[src/rtl/rr_arbiter8.sv]
// rr_arbiter8: eight-way round-robin arbiter with optional grant hold limit
//   clk       : rising-edge clock
//   rst_n     : synchronous active-low reset
//   en        : enable; low releases any grant and blocks new ones
//   req[7:0]  : level-sensitive request lines
//   gnt[7:0]  : one-hot grant, zero when idle
//   gnt_idx   : current or last winner index
//   gnt_valid : a grant is active
module rr_arbiter8 #(
  parameter int HOLD_MAX = 16
) (
  input  logic       clk,
  input  logic       rst_n,
  input  logic       en,
  input  logic [7:0] req,
  output logic [7:0] gnt,
  output logic [2:0] gnt_idx,
  output logic       gnt_valid
);
  typedef enum logic {IDLE, GRANT} state_t;
  localparam logic [7:0] HOLD_LAST = 8'(HOLD_MAX - 1);
  state_t     state_q, state_d;
  logic [2:0] cur_q, cur_d, win;
  logic [7:0] hold_q, hold_d;
  logic       found, others, at_limit;
  // Scan from cur+1 upward with wrap; cur itself is visited last, so a
  // pending competitor always beats the current owner.
  always_comb begin
    found = 1'b0;
    win   = cur_q;
    for (int k = 1; k <= 8; k++) begin
      if (!found && req[3'(cur_q + 3'(k))]) begin
        found = 1'b1;
        win   = 3'(cur_q + 3'(k));
      end
    end
  end
  assign others   = |(req & ~(8'b1 << cur_q));
  assign at_limit = (HOLD_MAX != 0) && (hold_q == HOLD_LAST);
  always_comb begin
    state_d = state_q;
    cur_d   = cur_q;
    hold_d  = hold_q;
    if (state_q == IDLE) begin
      if (en && |req) begin
        state_d = GRANT;
        cur_d   = win;
        hold_d  = 8'd0;
      end
    end else if (!en) begin
      state_d = IDLE;
    end else if (!req[cur_q]) begin
      state_d = others ? GRANT : IDLE;
      cur_d   = others ? win : cur_q;
      hold_d  = others ? 8'd0 : hold_q;
    end else if (at_limit) begin
      cur_d  = others ? win : cur_q;
      hold_d = 8'd0;
    end else begin
      hold_d = (hold_q == 8'hFF) ? hold_q : hold_q + 8'd1;
    end
  end
  always_ff @(posedge clk) begin
    if (!rst_n) begin
      state_q <= IDLE;
      cur_q   <= 3'd7;
      hold_q  <= 8'd0;
    end else begin
      state_q <= state_d;
      cur_q   <= cur_d;
      hold_q  <= hold_d;
    end
  end
  assign gnt       = (state_q == GRANT) ? (8'b1 << cur_q) : 8'd0;
  assign gnt_idx   = cur_q;
  assign gnt_valid = (state_q == GRANT);
endmodule
[config.mk]
export PLATFORM = sky130hd
export DESIGN_NAME = rr_arbiter8
export DESIGN_NICKNAME = d
export VERILOG_FILES = /design/src/rtl/rr_arbiter8.sv
export SDC_FILE = /design/constraint.sdc
export NUM_CORES = 1
export LEC_CHECK = 0
export ABC_AREA = 1
export CAP_MARGIN = 10
export CORE_MARGIN = 8
export CORE_UTILIZATION = 40
export CTS_CLUSTER_DIAMETER = 50
export CTS_CLUSTER_SIZE = 16
export DETAILED_ROUTE_END_ITERATION = 16
export GPL_TIMING_DRIVEN = 1
export PLACE_DENSITY = 0.63
export RECOVER_POWER = 25
export SYNTH_ARGS = -nofsm -noshare
export SYNTH_HDL_FRONTEND = slang
export SYNTH_SLANG_ARGS = --single-unit
[constraint.sdc]
create_clock -name clk -period 3.9 [get_ports clk]
set_input_delay 0.585 -clock clk [delete_from_list [all_inputs] [get_ports clk]]
set_output_delay 0.585 -clock clk [all_outputs]
set_load 0.005 [all_outputs]
==> summary.md, run 1 <==
| Metric | Value |
|---|---|
| Status | finished, final reports clean |
| EDFF count, synth | 0 |
| Leak | slightly above 0.0009 uW |
| CTS-repair resized insts | 0 |
| Drt drc | 0 |
| Switch share | 58.9% |
| Largest family of logic cells by synthesized area | simple AND/OR/NAND/NOR gates |
| Place WS | 1230 ps |
| RR Startpoint | gnt_idx[0] |
| Hold Fails Final Rpt | 0 |
| R2r endpoint | gnt_idx[1] |
| Top post-synthesis cells by area | nand2_1 (16%), dfxtp_1 (14%), nand3_1 (12%) |
| Pint | 578 uW |
| Fmax | 0.372 GHz |
| Final HPWL DP | 3500 um |
| Max Slew Vio Count | 0 |
| Sequential area share after synthesis | 14.4% |
| Initial antenna violation count | 0 |
| Async S/R FF share, synth | 0% |
| Rows | 23 |
| Synthesized area per cell | 6.21 um^2 |
| Via count | between 1,500 and 2,000 |
| Post-route insts no fill | roughly 340 |
| Placed Cells | 338 |
| Initial DRC Count | 145 |
| R2r setup slk | ~1200 ps |
| Worst Skew | 2.88 ps |
| Initial Util | 41.8% |
| Clock Power Share | 8.0% |
| Post-CTS setup buffers | 0 |
| Final WS setup | between 1000 and 1500 ps |
| Logic pwr share | 78.1% |
| Global-route wire length before repair | approximately 7300 um |
| Tot GR Track Use | 13.9% |
| Top-count cell post-synth | nand2_1 |
| Clk sink count | 12 |
| Root Driver | clkbuf_8 |
| Core area | 4000 um^2 |
| Final worst path period need | between 2000 and 3000 ps |
| Die area | 6500 um^2 |
| CTS tree | built |
| Cell area power density | 722 nW/um^2 |
| Share of cells above drive strength 1 | 18.2% |
| Cts hold-fix bufs | 0 |
| Overall routed net length | 4280 um |
| Net switching power | 830 uW |
| Mapped Area | between 1500 and 2000 um^2 |
| Die W | roughly 80 um |
| Final Wtd Congestion | approximately 0.85 |
| Utilization after layout | 48.7% |
| Number of global-route vias before repair | 1,684 |
| Post-synth top area share | 16.4% |
| Post-synthesis mux area share | 0% |
| Worst Path Max Fanout | 13 |
| # diodes | 0 |
| Area growth, synth to finish | 16.7% |
| Endpoint, Worst Hold | hold_q[7] |
| Part of the power in registers | 13.8% |
| Hold Crit Class | register to register |
| Cts bufs inserted | 3 |
| Worst reg2reg path depth | 16 |
| Max-cap viol count | 0 |
| Simple-Gate Fraction of Synth Area | 55.5% |
| Required time worst endpoint | 4030 ps |
| Fin nets | ~310 |
| Final setup fails | 0 |
| Synth warn | 0 |
| Critical Path End Type | register |
| Setup CP Type | register to register |
| CP Launch Type | register |
| Net Count, Synth | approximately 290 |
| # fillers | 435 |
| Primary FF master, synth | dfxtp_1 |
| XOR/XNOR share of the synthesized area | under 10% |
| Largest net degree at the start of global routing | 14 |
| Drt first pass iters | 4 |
| Hold Startpoint | hold_q[7] |
| Clk_lat worst skew | 240 ps |
| Synth Area in Adders | 5.99% |
| Peak VDD IR | 0.000288 V |
| Crit share post-route | 69.0% |
| #FFs+latches synth | 12 |
| WHS Path Cells | 2 |
| Distinct cells, synth | 35 |
| Arr. time, crit path | approximately 2800 ps |
| Clock tree buffer depth | 2 |
| Total congestion overflow | 0 |
| Syn Inst Count | 269 |
| RSZ-0062 raised after global routing | no |
| Synth Area in Compound Gates | ~8.2% |
| Relative slew slack | about 58% |
| Post-Route Setup TNS | 0 ps |
| Clock slew at reported path FFs | 50 ps |
| PortBufs | 22 |
| # H-tree levels | 1 |
| WL/cell | 12.6 um |
| Via density | 5.07 |
| Detail Route Antenna Nets | 0 |
| Die Y | 80.6 um |
| Commonest cells post-synth | nand2_1 (73), nand3_1 (41), inv_1 (23) |
| I/O Pins | 23 |
| Worst Max-Slew Pin Slew | 631 ps |
| Cell taking the most area after synthesis | nand2_1 |
## layout make-up
cell class / instances / area [um^2] / share of cell area [%]
Timing Repair Buffer: 23 / 228 / 11.7
Tap cell: 50 / 62.6 / 3.21
Sequential cell: 12 / 240 / 12.3
Inverter: 37 / 146 / 7.51
Multi-Input combinational cell: 216 / 1230 / 63.2
Clock buffer: 3 / 41.3 / 2.12
## placed cells by master (no fill, tap or decap), types with 2 or more instances in the layout
master / n
o21ai_0: 3
nor2_1: 18
xnor2_2: 2
ha_1: 8
clkdlybuf4s50_1: 18
nand3_1: 41
dlygate4sd3_1: 4
nand4_1: 5
nor3_1: 8
clkinv_1: 2
nand2_1: 74
dfxtp_1: 12
a21oi_1: 9
nor3b_2: 3
nor2_4: 4
clkbuf_8: 3
inv_2: 11
o21ai_1: 5
inv_1: 23
nand2_2: 18
xor2_1: 3
## registers in the layout, indices dropped and copies added (netlist names)
signal	count
gnt_idx	3
gnt_valid	1
hold_q	8
## per-stage QoR
stage	instance area, um^2	total power, uW	hold WS [ps]
6_report	1950	1410	499
5_1_grt	1950	1560	524
4_1_cts	1960	1430	502
3_5_place_dp	1920	1300	495
3_3_place_gp	1920	1310	476
2_1_floorplan	1670	1080	461
## how the worst max path moves through the flow
stage	from	end	slack [ps]
floorplan	gnt_idx[0]	gnt_idx[2]	1750
global placement	gnt_idx[0]	gnt_idx[1]	1220
detailed placement	gnt_idx[0]	gnt_idx[1]	1230
CTS	gnt_idx[0]	gnt_idx[1]	1220
global route	gnt_idx[1]	gnt_idx[1]	970
finish	gnt_idx[0]	gnt_idx[1]	1210
## kinds of logic (layout without fill, tap and decap cells)
kind of cell,after synthesis,count (layout)
AND/OR/NAND/NOR,179,179
flip-flops,12,12
AO/OA/AOI/OAI,23,23
buffers and inverters,41,63
XOR/XNOR,6,6
adder cells (fa/ha/maj),8,8
## layer usage
metal	vias to the layer above	global-route usage (%)	share of wire (%)
met5	-	0	0
met2	43	24.1	46
li1	913	-	-
met4	0	5.45	2.0
met3	11	2.34	5.2
met1	762	16.4	47
## worst max-delay path: stages (launching register included)
cell and delay (ps):
dfxtp_1 720, inv_8 120, ha_1 430, inv_2 140, nand3_1 130, nand2_1 130
nand2_1 70, nand2_2 90, nand3_4 110, nor2_8 160, nand3_2 110, clkinv_1 80
nand2_1 40, nand3_1 90, nand2_1 50, nand2_1 60, nand2_1 50
## power groups by stage
| stage | registers (uW) | logic, uW | clock network, uW |
|---|---|---|---|
| final | 195 | 1100 | 113 |
| after global routing | 201 | 1240 | 121 |
| after CTS | 195 | 1110 | 118 |
| after detailed placement | 197 | 1110 | 0 |
| after global placement | 199 | 1110 | 0 |
| after floorplan | 163 | 920 | 0 |
Note: power is estimated with default switching activity, not from simulation.
==> run 2, diff against run 1 <==
PLACE_DENSITY = 0.66   (was 0.63)
clock period = 2.32 ns   (was 3.9 ns; I/O delays follow)
==> summary.md, run 2 (synthesis results as in run 1) <==
| Metric | Value |
|---|---|
| Most used routing layer in global routing | met2 |
| Utilization after layout | 50.9% (+2.2 points) |
| Register Area | 245 um^2 (+2.1%) |
| Detail Route Antenna Nets | 0 (unchanged) |
| Largest net degree at the start of global routing | 11 (-3) |
| # fillers | 417 (-4.1%) |
| Arr. time, crit path | 2260 ps (-560 ps) |
| Most frequent cells in the layout | nand2_1 (72), nand3_1 (41), inv_1 (23) |
| Clock slew at reported path FFs | 50 ps (about the same) |
| Fmax | 0.471 GHz (+27%) |
| Via density | 5.08 (+0.19%) |
| Worst reg2reg path depth | 17 (+1) |
| Final worst path period need | 2120 ps (-566 ps) |
| Overall routed net length | 4430 um (+3.5%) |
| # diodes | 0 (unchanged) |
| Required time worst endpoint | 2460 ps (-1570 ps) |
| WL/cell | 12.7 um (+1.2%) |
| Initial DRC Count | 140 (-3.4%) |
| Cts bufs inserted | 3 (unchanged) |
| Crit share post-route | 91.6% (+23 points) |
| Area growth, synth to finish | 21.9% |
| Max reg flops | 8 (unchanged) |
| Total congestion overflow | 0 (unchanged) |
| Final setup fails | 0 (unchanged) |
| Clock tree buffer depth | 2 (unchanged) |
| GRT met3 Usage | 1.90% (-0.45 points) |
| Leak | 0.000948 uW (+4.7%) |
| Cts hold-fix bufs | 0 (unchanged) |
| Post-CTS setup buffers | 0 (unchanged) |
| Worst Setup EP | gnt_idx[2] |
| Tot GR Track Use | 13.9% (+0.043 points) |
| Core area | 4000 um^2 (unchanged) |
| Share of cells above drive strength 1 | 22.4% (+4.2 points) |
| Root Driver | clkbuf_8 |
| PortBufs | 22 (unchanged) |
| Final HPWL DP | 3590 um (+2.5%) |
| Die W | 80.6 um (unchanged) |
| CTS-repair resized insts | 0 (unchanged) |
| Rows | 23 (unchanged) |
| Die Y | 80.6 um (unchanged) |
| Final Wtd Congestion | 0.872 (+2.2%) |
| Multi-input gate area | 1250 um^2 (+1.2%) |
| # H-tree levels | 1 (unchanged) |
| Drt drc | 0 (unchanged) |
| R2r setup slk | 200 ps (-1010 ps) |
| Critical Path End Type | register |
| Commonest non-fill, non-tap cell in the layout | nand2_1 |
| Worst Path Max Fanout | 7 (-6) |
| Status | finished, final reports clean |
| Clk sink count | 12 (unchanged) |
| Max-cap viol count | 0 (unchanged) |
| Die area | 6500 um^2 (unchanged) |
| Via count | 1,773 (+2.5%) |
| GR met1 Demand/Resource | 17.3% (+0.89 points) |
| Largest reg by FF count | hold_q |
| Worst Max-Slew Pin Slew | 343 ps (-288 ps) |
| Worst Skew | 0.938 ps (-1.94 ps) |
| Setup CP Type | register to register |
| Global-route wire length before repair | 7310 um (about the same) |
| Hold Crit Class | register to register |
| CP Launch Type | register |
| Hold Fails Final Rpt | 0 (unchanged) |
| CTS tree | built |
| Initial antenna violation count | 0 (unchanged) |
| Grt met2 use | 23.7% (-0.32 points) |
| Number of global-route vias before repair | 1,604 (-4.8%) |
| Post-Route Setup TNS | 0 ps (unchanged) |
| RR Startpoint | gnt_idx[1] |
| Initial Util | 41.8% (unchanged) |
| RSZ-0062 raised after global routing | no |
| Max Slew Vio Count | 0 (unchanged) |
| Clk_lat worst skew | 240 ps (about the same) |
| I/O Pins | 23 (unchanged) |
| CP startpoint | gnt_idx[1] |
| Relative slew slack | 77.1% (+19 points) |
| Fin nets | 319 (+2.2%) |
| Drt first pass iters | 4 (unchanged) |
| R2r endpoint | gnt_idx[2] |
| Peak VDD IR | 0.000511 V (+77%) |
| Cell area power density | 1240 nW/um^2 (+72%) |
run 2: report_power, final:
| group | internal [uW] | leakage (uW) | switching, uW |
|---|---|---|---|
| registers | 243 | 0.0000979 | 37.3 |
| clock network | 150 | 0.0000288 | 78.7 |
| logic | 692 | 0.000821 | 1320 |
| total | 1090 | 0.000948 | 1440 |
run 2: routing by layer:
layer	wire length [um]	vias to the layer above	part of all wire (%)
met1	2030	781	46
met2	2040	48	46
met3	272	9	6.1
met4	89	0	2.0
met5	0	-	0
li1	-	935	-
run 2: worst max-delay path, cell delays in order (launching register included):
cell and delay (ps):
dfxtp_2 360, inv_2 50, ha_2 390, inv_2 80, nand3_1 80, nand2_1 100
nand2_2 110, nand2_4 80, nand3_1 150, clkinv_1 130, nand2_1 80, nand2_1 60
nand2_1 60, nand3_1 60, nand2_1 60, nand2_1 60, nand2_1 60, nand2_1 50
run 2: final cells by class:
class / instances / share of cell area, %
tap: 50 / 3.07
clock buffer: 4 / 2.70
multi-input combinational: 216 / 61.2
timing repair buffer: 30 / 13.8
inverter: 37 / 7.19
sequential: 12 / 12.0
run 2: through the flow:
step,total power [uW],instances,setup slack (ps),hold WS [ps],instance area [um^2]
3_5_place_dp,2270,345,39.0,485,1970
3_3_place_gp,2260,345,44.2,478,1970
5_1_grt,2760,349,8.44,517,2040
4_1_cts,2510,349,71.9,497,2020
2_1_floorplan,1820,269,169,433,1670
6_report,2530,349,196,497,2040
run 2: how the worst min path moves through the flow:
stage               cells after the start          to       from
CTS                                     2   hold_q[7]  hold_q[7]
detailed placement                      2   hold_q[1]  hold_q[1]
floorplan                               1  gnt_idx[0]      rst_n
global route                            2   hold_q[7]  hold_q[7]
finish                                  2   hold_q[7]  hold_q[7]
global placement                        2   hold_q[1]  hold_q[1]
